**config.mk**
```make
export PLATFORM = sky130hd
export DESIGN_NAME = ar_mem_port
export DESIGN_NICKNAME = d
export VERILOG_FILES = /design/src/rtl/ar_mem_port.sv
export SDC_FILE = /design/constraint.sdc
export NUM_CORES = 1
export LEC_CHECK = 0
export BUFFER_PORTS_ARGS = -buffer_cell sky130_fd_sc_hd__buf_2
export CORE_UTILIZATION = 40
export CTS_CLUSTER_DIAMETER = 40
export DETAILED_ROUTE_END_ITERATION = 12
export PLACE_DENSITY = 0.63
export SLEW_MARGIN = 20
export SYNTH_ARGS = -nofsm -noshare
export SYNTH_HDL_FRONTEND = slang
export SYNTH_SLANG_ARGS = --single-unit
```
**constraint.sdc**
```tcl
create_clock -name clk -period 1.8 [get_ports clk]
set_clock_uncertainty 0.2 [all_clocks]
set_input_delay 0.09 -clock clk [delete_from_list [all_inputs] [get_ports clk]]
set_output_delay 0.09 -clock clk [all_outputs]
set_load 0.005 [all_outputs]
```
**src/rtl/ar_mem_port.sv**
```systemverilog
`default_nettype none
// ============================================================================
// Module   : ar_mem_port
// Purpose  : Address register (AR) and single-word memory access sequencer.
//            AR loads from the TR address output or the shared bus and can
//            increment. Reads and writes use a req/ack handshake with an
//            abort timeout. Read data is captured in DR. AR or DR can be
//            driven onto out_bus through a register.
// Options  : AR_AUTOINC_EN - when defined, every acked transaction
//            post-increments AR on the ack edge.
// Revision : 1.0 - initial release
// ============================================================================
module ar_mem_port #(
   parameter int ADDR_W  = 8,
   parameter int DATA_W  = 16,
   parameter int TIMEOUT = 15
) (
   input  logic              clk,
   input  logic              rstn,
   input  logic [ADDR_W-1:0] ar_pc_tr,
   input  logic              ld_tr,
   input  logic [DATA_W-1:0] in_bus,
   input  logic              Write,
   input  logic              inc,
   input  logic              rd_start,
   input  logic              wr_start,
   input  logic              Read,
   input  logic              rd_dr,
   input  logic              mem_ack,
   input  logic [DATA_W-1:0] mem_rdata,
   output logic [ADDR_W-1:0] mem_addr,
   output logic              mem_req,
   output logic              mem_we,
   output logic [DATA_W-1:0] mem_wdata,
   output logic [DATA_W-1:0] out_bus,
   output logic              busy,
   output logic              rdata_valid,
   output logic              timeout_err
);

   typedef enum logic [0:0] {
      S_IDLE = 1'b0,
      S_REQ  = 1'b1
   } state_t;

   localparam logic [7:0] C_TMO = 8'(TIMEOUT);

`ifdef AR_AUTOINC_EN
   localparam logic C_AUTOINC = 1'b1;
`else
   localparam logic C_AUTOINC = 1'b0;
`endif

   state_t            state_q;
   logic [ADDR_W-1:0] ar_q;
   logic [DATA_W-1:0] dr_q;
   logic [DATA_W-1:0] wdata_q;
   logic [DATA_W-1:0] out_bus_q;
   logic [DATA_W-1:0] out_bus_d;
   logic              req_q;
   logic              we_q;
   logic              busy_q;
   logic              rvalid_q;
   logic              tmo_err_q;
   logic [7:0]        cnt_q;
   logic [7:0]        cnt_d;
   logic [ADDR_W-1:0] ar_inc_d;

   assign cnt_d    = cnt_q + 8'd1;
   assign ar_inc_d = ar_q + {{(ADDR_W-1){1'b0}}, 1'b1};

   // Transaction sequencer; also owns AR so that AR stays frozen while busy
   always_ff @(posedge clk) begin
      if (!rstn) begin
         state_q   <= S_IDLE;
         ar_q      <= '0;
         dr_q      <= '0;
         wdata_q   <= '0;
         req_q     <= 1'b0;
         we_q      <= 1'b0;
         busy_q    <= 1'b0;
         rvalid_q  <= 1'b0;
         tmo_err_q <= 1'b0;
         cnt_q     <= '0;
      end else begin
         rvalid_q <= 1'b0;
         case (state_q)
            S_IDLE: begin
               if (wr_start || rd_start) begin
                  // A start wins over any same-cycle AR update; write beats read
                  state_q   <= S_REQ;
                  req_q     <= 1'b1;
                  busy_q    <= 1'b1;
                  we_q      <= wr_start;
                  tmo_err_q <= 1'b0;
                  cnt_q     <= '0;
                  if (wr_start) begin
                     wdata_q <= in_bus;
                  end
               end else if (Write) begin
                  ar_q <= in_bus[ADDR_W-1:0];
               end else if (ld_tr) begin
                  ar_q <= ar_pc_tr;
               end else if (inc) begin
                  ar_q <= ar_inc_d;
               end
            end
            S_REQ: begin
               if (mem_ack) begin
                  state_q <= S_IDLE;
                  req_q   <= 1'b0;
                  busy_q  <= 1'b0;
                  we_q    <= 1'b0;
                  if (!we_q) begin
                     dr_q     <= mem_rdata;
                     rvalid_q <= 1'b1;
                  end
                  if (C_AUTOINC) begin
                     ar_q <= ar_inc_d;
                  end
               end else begin
                  cnt_q <= cnt_d;
                  if (cnt_d == C_TMO) begin
                     state_q   <= S_IDLE;
                     req_q     <= 1'b0;
                     busy_q    <= 1'b0;
                     we_q      <= 1'b0;
                     tmo_err_q <= 1'b1;
                  end
               end
            end
            default: begin
               state_q <= S_IDLE;
               req_q   <= 1'b0;
               busy_q  <= 1'b0;
               we_q    <= 1'b0;
            end
         endcase
      end
   end

   // Bus source select: DR has priority over AR, otherwise drive zero
   always_comb begin
      out_bus_d = '0;
      if (rd_dr) begin
         out_bus_d = dr_q;
      end else if (Read) begin
         out_bus_d = {{(DATA_W-ADDR_W){1'b0}}, ar_q};
      end
   end

   // Registered bus drive, one cycle behind the select strobes
   always_ff @(posedge clk) begin
      if (!rstn) begin
         out_bus_q <= '0;
      end else begin
         out_bus_q <= out_bus_d;
      end
   end

   assign mem_addr    = ar_q;
   assign mem_req     = req_q;
   assign mem_we      = we_q;
   assign mem_wdata   = wdata_q;
   assign out_bus     = out_bus_q;
   assign busy        = busy_q;
   assign rdata_valid = rvalid_q;
   assign timeout_err = tmo_err_q;

endmodule
`default_nettype wire

```
==> impl_summary.txt, run 1 <==
----------------------------------------------------
[Run status]
  Run status ... completed

[Routing]
  Post-detailed-route count of antenna-violating nets ... 0
  Routed wire per std cell ... 12.6 um
  DRC marker count from the first detailed-route iteration ... 113
  Vias per Instance ... 4.77
  Sum of routed wire length over all layers ... 7480 um
  Via count ... 2835
  Drt pass-1 iters ... 4
  Remaining design rule violation count ... 0

[Layout]
  Number of nets in the finished design ... 546
  Post-route cell area ... 4070 um^2
  Share of post-route cells with drive strength above 1 ... 0.283
  Count of placed standard cells in the final layout, fillers left out ... 594
  Layout area overhead ... 41.9%
  Diode insertion count for antenna repair ... 0
  Final core utilization ... 0.593

[Timing]
  Final hold violation count ... 0
  Final setup violation count ... 0
  Fraction of the cycle the final worst path needs ... 0.954
  Fin worst setup slack ... 0.0819 ns
  Max-slew violation total from the final report ... 0
  Transition time at the pin with the least slew margin ... 0.671 ns
  Headroom to the max-slew limit ... 0.551
  Clock period minus final worst setup slack ... 1.72 ns
  Setup repair after global routing missed its margin ... false
  Top achievable clock speed ... 582 MHz

[Setup path]
  Kind of start point of the critical path ... flip-flop
  Number of cells on the worst reg-to-reg path ... 5
  Arrival time worst endpoint ... 1.79 ns
  Category of the worst setup path capture point ... flip-flop
  Largest fanout of any net on the critical path ... 5
  Setup CP Type ... reg2reg
  Critical path data required time ... 1.87 ns

[Yosys]
  Simple-gate share of the synthesized area ... 0.259
  Parity-gate share of the synthesized area counting xor and xnor cells ... 0.0214
  Most instantiated library cell after synthesis ... sky130_fd_sc_hd__nand2_1
  Commonest cells post-synth ... 89 x sky130_fd_sc_hd__nand2_1, 69 x sky130_fd_sc_hd__dfxtp_1, 46 x sky130_fd_sc_hd__a21oi_1
  Register area share after synthesis ... 0.481
  FF+latch count, synth ... 69
  Yosys warns ... 0
  Synthesized instance count ... 359
  Netlist area before placement ... 2870 um^2
  Average cell area after synthesis ... 8.00 um^2
  Post-synthesis adder-cell area fraction ... 0.0131
  Largest family of logic cells by synthesized area ... simple AND/OR/NAND/NOR gates
  Mux cell area share after synthesis ... 0.0248
  Main synth FF type ... sky130_fd_sc_hd__dfxtp_1
  Most area-hungry cell type in the Yosys netlist ... sky130_fd_sc_hd__dfxtp_1
  Complex-gate fraction of the synthesized area ... 0.160
  Top cell type's share of synthesized area ... 0.481
  Nets in the synthesized netlist ... 412
  Leading post-synthesis cells by cell area ... sky130_fd_sc_hd__dfxtp_1 48%, sky130_fd_sc_hd__nand2_1 12%, sky130_fd_sc_hd__a21oi_1 8.0%
  Number of distinct library cells after synthesis ... 39
  Number of synthesized flops with an enable pin ... 0
  Synth async-reset ratio ... 0

[Job]
  Maximum Capacitance Violations ... 0

[Die]
  IO Pins ... 95
  Die Span X ... 86.7 um
  Die height ... 86.7 um
  Effective utilization at floorplan ... 0.418
  Area inside the core boundary ... 6870 um^2
  Core Rows ... 30
  Floorplan die area ... 7520 um^2

[Clock tree]
  CTS clk-pin slew, worst paths ... 0.07 ns
  Clock sink total ... 69
  Clock tree from TritonCTS ... done
  Number of buffers on the longest clock path ... 2
  CTS root buf ... sky130_fd_sc_hd__clkbuf_8
  Total clock buffers created by CTS ... 9
  Clock latency on the worst-skew pair ... 0.33 ns
  CTS H-tree lvls ... 3

[Global route]
  Number of global-route vias before repair ... 2601
  Wire length of the first global-routing pass ... 12400 um
  Antenna violations before repair ... 0
  Total congestion overflow ... 0
  Largest net degree at the start of global routing ... 25
  Overall fraction of global-route tracks in use ... 0.210

[Placement]
  Number of I/O port buffers ... 94
  Pre-CTS WS ... -0.0726 ns
  HPWL after detailed placement ... 4980 um
  Cells after DPL ... 541
  Placed inst area ... 3470 um^2
  Global placement routability congestion ... 0.821

[Power and ir drop]
  IR drop worst, VDD ... 0.000497 V
  PwrDens ... 825 nW/um^2
  Cell leakage power ... 1.78 nW
  Power, Total ... 3.36 mW

[Worst hold path]
  Hold WC Path Type ... in2reg
  Worst hold stages ... 5

----------------------------------------------------
-- flip-flops by register name (all words and copies together), names as in the netlist, 8 cells and up --
| signal | flops |
|---|---|
| dr_q | 16 |
| mem_wdata | 16 |
| out_bus | 16 |
| cnt_q | 8 |
| mem_addr | 8 |
-- repair_timing --
item,4_1_cts,5_1_grt
setup endpoints to repair,5,4
gates resized for setup,2,9
pin swaps,0,1
hold buffers,37,0
setup buffers,0,0
hold endpoints to repair,52,0
-- metal layers --
| layer | vias up | global-route usage | wire [um] |
|---|---|---|---|
| li1 | 1466 | - | - |
| met1 | 1277 | 0.282 | 3620 |
| met2 | 81 | 0.325 | 3380 |
| met3 | 11 | 0.0514 | 371 |
| met4 | 0 | 0.0848 | 111 |
| met5 | - | 0 | 0 |
-- power by group --
| group | total (mW) | switching (mW) | internal, mW | leakage [nW] |
|---|---|---|---|---|
| combinational | 0.482 | 0.245 | 0.237 | 1.12 |
| clock | 1.24 | 0.562 | 0.674 | 0.0964 |
| sequential | 1.64 | 0.0467 | 1.60 | 0.564 |
| total | 3.36 | 0.853 | 2.51 | 1.78 |
-- stage by stage --
step,TNS (ns),hold WS (ns)
4_1_cts,0,0.0181
5_1_grt,0,0.0525
3_3_place_gp,-0.0238,0.130
3_5_place_dp,-0.0988,0.137
2_1_floorplan,0,0.0260
6_report,0,0.0241
-- worst paths after layout --
kind	from	endpoint	slack (ns)
max	mem_addr[2]$_SDFFE_PN0P_	mem_addr[5]$_SDFFE_PN0P_	0.08
min	ar_pc_tr[2]	mem_addr[2]$_SDFFE_PN0P_	0.02
max reg2reg	mem_addr[2]$_SDFFE_PN0P_	mem_addr[5]$_SDFFE_PN0P_	0.08
min reg2reg	mem_wdata[7]$_SDFFE_PN0P_	mem_wdata[7]$_SDFFE_PN0P_	0.25
-- placed cells by master, fill, tap and decap left out, types with 5 or more instances in the layout --
cell type / instances
sky130_fd_sc_hd__nand3_1: 5
sky130_fd_sc_hd__a21oi_1: 46
sky130_fd_sc_hd__and3_1: 9
sky130_fd_sc_hd__buf_2: 94
sky130_fd_sc_hd__dlygate4sd3_1: 37
sky130_fd_sc_hd__buf_4: 15
sky130_fd_sc_hd__clkbuf_8: 10
sky130_fd_sc_hd__xor2_1: 5
sky130_fd_sc_hd__nor2_1: 31
sky130_fd_sc_hd__dfxtp_1: 65
sky130_fd_sc_hd__nand2_1: 89
sky130_fd_sc_hd__mux2i_1: 6
sky130_fd_sc_hd__nor2b_1: 7
sky130_fd_sc_hd__o21ai_0: 19
-- area by class of cell --
class,instances,area (um^2)
clock buffer,12,145
multi-input combinational,263,1410
inverter,4,15.0
sequential,69,1390
fill,633,2800
tap,96,120
timing repair buffer,146,953
clock inverter,4,47.5
-- kinds of logic after synthesis --
group | count (synthesis)
adder cells (fa/ha/maj) | 3
AO/OA/AOI/OAI | 82
buffers and inverters | 27
AND/OR/NAND/NOR | 164
flip-flops | 69
multiplexers | 7
XOR/XNOR | 7
-- worst max-delay path, cell delays in order, from the launching register on --
cell and delay [ns]:
sky130_fd_sc_hd__dfxtp_1 0.46, sky130_fd_sc_hd__nand3_2 0.15, sky130_fd_sc_hd__or3_1 0.36, sky130_fd_sc_hd__a311oi_1 0.27, sky130_fd_sc_hd__a21oi_1 0.09, sky130_fd_sc_hd__a21oi_2 0.13
No activity file was read; power rests on OpenSTA's default activity.
==> run 2, diff against run 1 <==
Clock period 1.8 ns to 1.7 ns, I/O delays scaled along.
==> run 2 against run 1 <==
  * Non-clock buffer count rose by 10
  * Die area did not move
  * Core utilization is 1.2 points higher
  * Clock power shrank 3%
  * Total power rose by 2.8%
  * Critical path type unchanged
  * Sequential power is 6% higher
  * First-iteration DRC count up 44%
  * Count of clock-buffer cells in the layout shrank 3
  * Maximum frequency grew 5.7%
==> impl_summary.txt, run 2 (synthesized netlist as in run 1, its figures left out) <==
----------------------------------------------------
[Global route]
  Number of global-route vias before repair ... 2691 (+3.5%)
  Wire length of the first global-routing pass ... 12000 um (-2.5%)
  Overall fraction of global-route tracks in use ... 0.203 (-0.00751)
  Antenna violations before repair ... 0 (unchanged)
  Total congestion overflow ... 0 (unchanged)
  Largest net degree at the start of global routing ... 25 (unchanged)

[Timing]
  Top achievable clock speed ... 615 MHz (+5.7%)
  Final hold violation count ... 0 (unchanged)
  Final setup violation count ... 0 (unchanged)
  Setup repair after global routing missed its margin ... true
  Clock period minus final worst setup slack ... 1.63 ns (-0.0928 ns)
  Headroom to the max-slew limit ... 0.743 (+0.193)
  Transition time at the pin with the least slew margin ... 0.385 ns (-0.286 ns)
  Max-slew violation total from the final report ... 0 (unchanged)
  Fraction of the cycle the final worst path needs ... 0.956 (+0.00153)

[Clock tree]
  Postcts setup bufs ... 0 (unchanged)
  Clock tree from TritonCTS ... done
  CTS H-tree lvls ... 3 (unchanged)
  Number of buffers on the longest clock path ... 2 (unchanged)
  CTS root buf ... sky130_fd_sc_hd__clkbuf_8
  CTS clk-pin slew, worst paths ... 0.08 ns (about the same)
  Clock latency on the worst-skew pair ... 0.33 ns (about the same)
  Clock sink total ... 69 (unchanged)
  Total clock buffers created by CTS ... 9 (unchanged)

[Routing]
  Routed wire per std cell ... 12.3 um (-2.7%)
  Drt pass-1 iters ... 4 (unchanged)
  Post-detailed-route count of antenna-violating nets ... 0 (unchanged)
  Remaining design rule violation count ... 0 (unchanged)
  Vias per Instance ... 4.77 (about the same)
  DRC marker count from the first detailed-route iteration ... 163 (+44%)
  Via count ... 2884 (+1.7%)
  Sum of routed wire length over all layers ... 7400 um (-1.0%)

[Power and ir drop]
  PwrDens ... 832 nW/um^2 (+0.78%)
  IR drop worst, VDD ... 0.000570 V (+15%)
  Cell leakage power ... 1.82 nW (+2.0%)
  Power, Total ... 3.46 mW (+2.8%)

[Layout]
  Diode insertion count for antenna repair ... 0 (unchanged)
  Number of nets in the finished design ... 556 (+1.8%)
  Count of placed standard cells in the final layout, fillers left out ... 604 (+1.7%)
  Layout area overhead ... 44.8%
  FF/Latch Area ... 1390 um^2 (+0.54%)
  Top library cells by usage in the layout, fill and taps aside ... 94 x sky130_fd_sc_hd__buf_2, 89 x sky130_fd_sc_hd__nand2_1, 63 x sky130_fd_sc_hd__dfxtp_1, 46 x sky130_fd_sc_hd__a21oi_1, 39 x sky130_fd_sc_hd__dlygate4sd3_1
  Most common library cell in the layout ignoring fill and taps ... sky130_fd_sc_hd__buf_2
  Share of post-route cells with drive strength above 1 ... 0.297 (+0.0141)
  Combined area of the multi-input logic cells ... 1410 um^2 (about the same)
  # fillers ... 629 (-0.63%)

[Die]
  Die height ... 86.7 um (unchanged)
  Effective utilization at floorplan ... 0.418 (unchanged)
  Floorplan die area ... 7520 um^2 (unchanged)
  Die Span X ... 86.7 um (unchanged)
  IO Pins ... 95 (unchanged)
  Core Rows ... 30 (unchanged)
  Area inside the core boundary ... 6870 um^2 (unchanged)

[Setup path]
  Capture point of the critical path ... mem_addr[5]$_SDFFE_PN0P_
  Terminus of the critical flop-to-flop path ... mem_addr[5]$_SDFFE_PN0P_
  Largest fanout of any net on the critical path ... 4 (-1)
  Arrival time worst endpoint ... 1.71 ns (-0.08 ns)
  Start point of the critical path ... mem_addr[0]$_SDFFE_PN0P_
  Worst r2r src ... mem_addr[0]$_SDFFE_PN0P_
  Setup CP Type ... reg2reg
  Number of cells on the worst reg-to-reg path ... 6 (+1)
  R2R setup slack ... 0.07 ns (about the same)
  Critical path data required time ... 1.78 ns (-0.09 ns)
  Kind of start point of the critical path ... flip-flop
  Category of the worst setup path capture point ... flip-flop

[Placement]
  Global placement routability congestion ... 0.834 (+1.5%)
  HPWL after detailed placement ... 4950 um (-0.69%)
  Cells after DPL ... 549 (+1.5%)
  Number of I/O port buffers ... 94 (unchanged)

[Worst hold path]
  Worst hold stages ... 4 (-1)
  Hold WC Path Type ... in2reg

[Run status]
  Run status ... completed

[Job]
  Maximum Capacitance Violations ... 0 (unchanged)

----------------------------------------------------
==> run 2: per-stage QoR <==
stage	area [um^2]	setup TNS [ns]	util	hold WS, ns	setup slack [ns]
finish	4160	0	0.605	0.00685	0.0748
global route	4160	-0.0228	0.605	0.0179	-0.00982
CTS	4120	0	0.600	0.00260	0.0103
detailed placement	3550	-0.0614	0.517	0.130	-0.0451
global placement	3550	0	0.517	0.125	0.0103
floorplan	2880	0	-	0.0210	0.0476
==> run 2: worst max-delay path, stage by stage, from the launching register on <==
cell,delay [ns]
sky130_fd_sc_hd__dfxtp_4,0.38
sky130_fd_sc_hd__buf_4,0.12
sky130_fd_sc_hd__nand3_2,0.06
sky130_fd_sc_hd__or3_1,0.34
sky130_fd_sc_hd__a311oi_1,0.27
sky130_fd_sc_hd__a21oi_1,0.08
sky130_fd_sc_hd__a21oi_2,0.12
==> run 2: worst min-delay path by stage <==
| stage | startpoint | to | slack [ns] |
|---|---|---|---|
| after global routing | rd_start | mem_addr[5]$_SDFFE_PN0P_ | 0.02 |
| after detailed placement | in_bus[12] | mem_wdata[12]$_SDFFE_PN0P_ | 0.13 |
| after floorplan | mem_rdata[10] | dr_q[10]$_SDFFE_PN0P_ | 0.02 |
| after CTS | rd_start | mem_addr[5]$_SDFFE_PN0P_ | 0.003 |
| final | rd_start | mem_addr[5]$_SDFFE_PN0P_ | 0.007 |
| after global placement | in_bus[14] | mem_wdata[14]$_SDFFE_PN0P_ | 0.13 |
==> run 2: final cells by class <==
type	count	share of cell area
Clock buffer	9	0.0298
Sequential cell	69	0.335
Tap cell	96	0.0289
Timing Repair Buffer	156	0.252
Clock inverter	7	0.0120
Inverter	4	0.00361
Multi-Input combinational cell	263	0.338
==> run 2: timing repair <==
item	CTS	global route
hold buffers	39	0
endpoints found under the setup margin	3	23
endpoints found under the hold margin	57	0
resized for setup	1	11
pin swaps	0	5
==> run 2: routing by layer <==
metal	track usage	wire length [um]
met5	0	0
met4	0.0894	171
met3	0.0505	315
met2	0.338	3440
met1	0.248	3470
==> run 2: power breakdown <==
group	internal, mW	switching, mW
Sequential	1.69	0.0516
Clock	0.534	0.662
Combinational	0.264	0.257
Total	2.49	0.970
==> run 3, diff against run 2 <==
Clock period 1.7 ns to 2.1 ns, I/O delays scaled along.
==> run 3 against run 2 <==
  * Via count shrank 2.6%
  * Clock power grew 3%
  * Setup slack gained 0.17 ns
  * First-iteration DRC count shrank 50%
  * Worst hold slack gained 0.021 ns
  * Wire length shrank 3.2%
  * Final cell count shrank 3.1%
  * Non-clock buffer count shrank 19
  * Sequential power shrank 19%
  * Largest cell class is now sequential cells
==> impl_summary.txt, run 3 (synthesized netlist as in run 1, its figures left out) <==
----------------------------------------------------
[Power and ir drop]
  IR drop worst, VDD ... 0.000404 V (-29%)
  PwrDens ... 759 nW/um^2 (-8.7%)
  Cell leakage power ... 1.76 nW (-3.3%)

[Timing]
  Transition time at the pin with the least slew margin ... 0.452 ns (+0.0668 ns)
  Max-slew violation total from the final report ... 0 (unchanged)
  Setup repair after global routing missed its margin ... false
  Final setup violation count ... 0 (unchanged)
  Setup total negative slack ... 0 ns (unchanged)
  Fraction of the cycle the final worst path needs ... 0.884 (-0.0720)
  Headroom to the max-slew limit ... 0.697 (-0.0464)
  Top achievable clock speed ... 539 MHz (-12%)
  Clock period minus final worst setup slack ... 1.86 ns (+0.231 ns)
  Final hold violation count ... 0 (unchanged)

[Setup path]
  Max stage delay cell, worst path ... sky130_fd_sc_hd__dfxtp_1
  R2R setup slack ... 0.24 ns (+0.17 ns)
  Category of the worst setup path capture point ... flip-flop
  Max incr delay on CP ... 0.44 ns (+0.06 ns)
  Setup CP Type ... reg2reg
  Critical path data required time ... 2.17 ns (+0.39 ns)
  Terminus of the critical flop-to-flop path ... mem_addr[6]$_SDFFE_PN0P_
  Kind of start point of the critical path ... flip-flop
  Worst r2r src ... mem_addr[0]$_SDFFE_PN0P_
  Number of cells on the worst reg-to-reg path ... 6 (unchanged)
  Largest fanout of any net on the critical path ... 6 (+2)
  Arrival time worst endpoint ... 1.92 ns (+0.21 ns)
  Dominant cell type by count on the critical path ... sky130_fd_sc_hd__a21oi_1
  Cell Chain, Critical Path ... ha_1, nand2_1, or3_1, a311oi_1, a21oi_1, a21oi_1

[Worst hold path]
  Worst hold stages ... 5 (+1)
  Hold WC Path Type ... in2reg
  Hold EP ... out_bus[6]$_SDFF_PN0_
  Source of the worst hold timing path ... Read

[Routing]
  Sum of routed wire length over all layers ... 7160 um (-3.2%)
  Via count ... 2810 (-2.6%)
  DRC marker count from the first detailed-route iteration ... 82 (-50%)
  Vias per Instance ... 4.80 (+0.60%)
  Post-detailed-route count of antenna-violating nets ... 0 (unchanged)
  Remaining design rule violation count ... 0 (unchanged)
  Routed wire per std cell ... 12.2 um (about the same)
  Drt pass-1 iters ... 4 (unchanged)

[Clock tree]
  Clock sink total ... 69 (unchanged)
  CTS clk-pin slew, worst paths ... 0.08 ns (about the same)
  CTS H-tree lvls ... 3 (unchanged)
  Number of buffers on the longest clock path ... 2 (unchanged)
  Post-cts sizing count ... 0 (-1)
  Clock latency on the worst-skew pair ... 0.33 ns (about the same)
  CTS root buf ... sky130_fd_sc_hd__clkbuf_8
  Clock tree from TritonCTS ... done
  Total clock buffers created by CTS ... 9 (unchanged)

[Die]
  Effective utilization at floorplan ... 0.418 (unchanged)
  Area inside the core boundary ... 6870 um^2 (unchanged)
  IO Pins ... 95 (unchanged)
  Die height ... 86.7 um (unchanged)
  Core Rows ... 30 (unchanged)
  Die Span X ... 86.7 um (unchanged)
  Floorplan die area ... 7520 um^2 (unchanged)

[Global route]
  Total congestion overflow ... 0 (unchanged)
  Wire length of the first global-routing pass ... 11900 um (-1.4%)
  Number of global-route vias before repair ... 2538 (-5.7%)
  Largest net degree at the start of global routing ... 28 (+12%)
  Antenna violations before repair ... 0 (unchanged)
  Overall fraction of global-route tracks in use ... 0.202 (-0.000568)

[Run status]
  Run status ... completed

[Layout]
  FF/Latch Area ... 1380 um^2 (-0.90%)
  Final core utilization ... 0.583 (-0.0222)
  Share of post-route cells with drive strength above 1 ... 0.258 (-0.0396)
  # fillers ... 637 (+1.3%)
  Diode insertion count for antenna repair ... 0 (unchanged)
  Number of nets in the finished design ... 537 (-3.4%)
  Combined area of the multi-input logic cells ... 1370 um^2 (-2.4%)
  Layout area overhead ... 39.5%
  Most common library cell in the layout ignoring fill and taps ... sky130_fd_sc_hd__buf_2
  Top library cells by usage in the layout, fill and taps aside ... 94 x sky130_fd_sc_hd__buf_2, 89 x sky130_fd_sc_hd__nand2_1, 69 x sky130_fd_sc_hd__dfxtp_1, 46 x sky130_fd_sc_hd__a21oi_1, 35 x sky130_fd_sc_hd__dlygate4sd3_1
  Count of placed standard cells in the final layout, fillers left out ... 585 (-3.1%)

[Job]
  Maximum Capacitance Violations ... 0 (unchanged)

[Placement]
  Cells after DPL ... 534 (-2.7%)
  Global placement routability congestion ... 0.842 (+1.0%)
  Number of I/O port buffers ... 94 (unchanged)
  HPWL after detailed placement ... 4860 um (-1.9%)

----------------------------------------------------
==> run 3: changes by cell type in the layout (fill, tap and decap cells not counted), sizes merged <==
cell / previous run / this run
bufinv: 0 / 2
clkbuf: 9 / 11
dlygate4sd3: 39 / 35
inv: 5 / 4
clkinvlp: 3 / 1
clkinv: 3 / 2
buf: 117 / 102
==> run 3: worst max-delay path: cells and delay by family, from the launching register on <==
family | cells | cell delay, ns
compound gates | 3 | 0.49
flops | 1 | 0.44
simple gates | 2 | 0.43
fa+ha+maj | 1 | 0.25
==> run 3: how the worst max path moves through the flow <==
| stage | start | endpoint | slack, ns | depth (start not counted) |
|---|---|---|---|---|
| 2_1_floorplan | mem_addr[0]$_SDFFE_PN0P_ | mem_addr[6]$_SDFFE_PN0P_ | 0.38 | 6 |
| 3_3_place_gp | mem_addr[0]$_SDFFE_PN0P_ | mem_addr[6]$_SDFFE_PN0P_ | 0.35 | 6 |
| 3_5_place_dp | mem_addr[0]$_SDFFE_PN0P_ | mem_addr[6]$_SDFFE_PN0P_ | 0.29 | 6 |
| 4_1_cts | mem_addr[0]$_SDFFE_PN0P_ | mem_addr[6]$_SDFFE_PN0P_ | 0.26 | 6 |
| 5_1_grt | mem_addr[0]$_SDFFE_PN0P_ | mem_addr[6]$_SDFFE_PN0P_ | 0.09 | 6 |
| 6_report | mem_addr[0]$_SDFFE_PN0P_ | mem_addr[6]$_SDFFE_PN0P_ | 0.24 | 6 |
==> run 3: area by class of cell <==
type                       count  area share
sequential                    69       0.345
multi-input combinational    263       0.343
timing repair buffer         137       0.220
clock buffer                  11      0.0378
tap                           96      0.0300
clock inverter                 5      0.0203
inverter                       4     0.00375
==> run 3: metal layers <==
metal / routed length (um) / global-route usage / up-vias
li1: - / - / 1451
met1: 3380 / 0.266 / 1265
met5: 0 / 0 / -
met3: 432 / 0.0524 / 6
met2: 3280 / 0.326 / 88
met4: 64 / 0.0636 / 0
==> run 3: what timing repair did <==
action | 4_1_cts | 5_1_grt
buffers inserted | 0 | 0
hold endpoints to repair | 43 | 0
hold buffers | 35 | 0
==> run 3: power breakdown <==
group / internal, mW / switching (mW) / total [mW]
sequential: 1.37 / 0.0460 / 1.41
clock: 0.736 / 0.505 / 1.24
combinational: 0.188 / 0.196 / 0.384
==> run 3: stage by stage <==
| step | hold slack (ns) | power, mW | cell area, um^2 | setup WS (ns) |
|---|---|---|---|---|
| 2_1_floorplan | 0.0410 | 1.63 | 2870 | 0.379 |
| 3_3_place_gp | 0.145 | 1.77 | 3420 | 0.345 |
| 3_5_place_dp | 0.153 | 1.78 | 3420 | 0.287 |
| 4_1_cts | 0.0131 | 3.07 | 4000 | 0.262 |
| 5_1_grt | 0.0386 | 3.17 | 4000 | 0.0869 |
| 6_report | 0.0276 | 3.04 | 4000 | 0.244 |
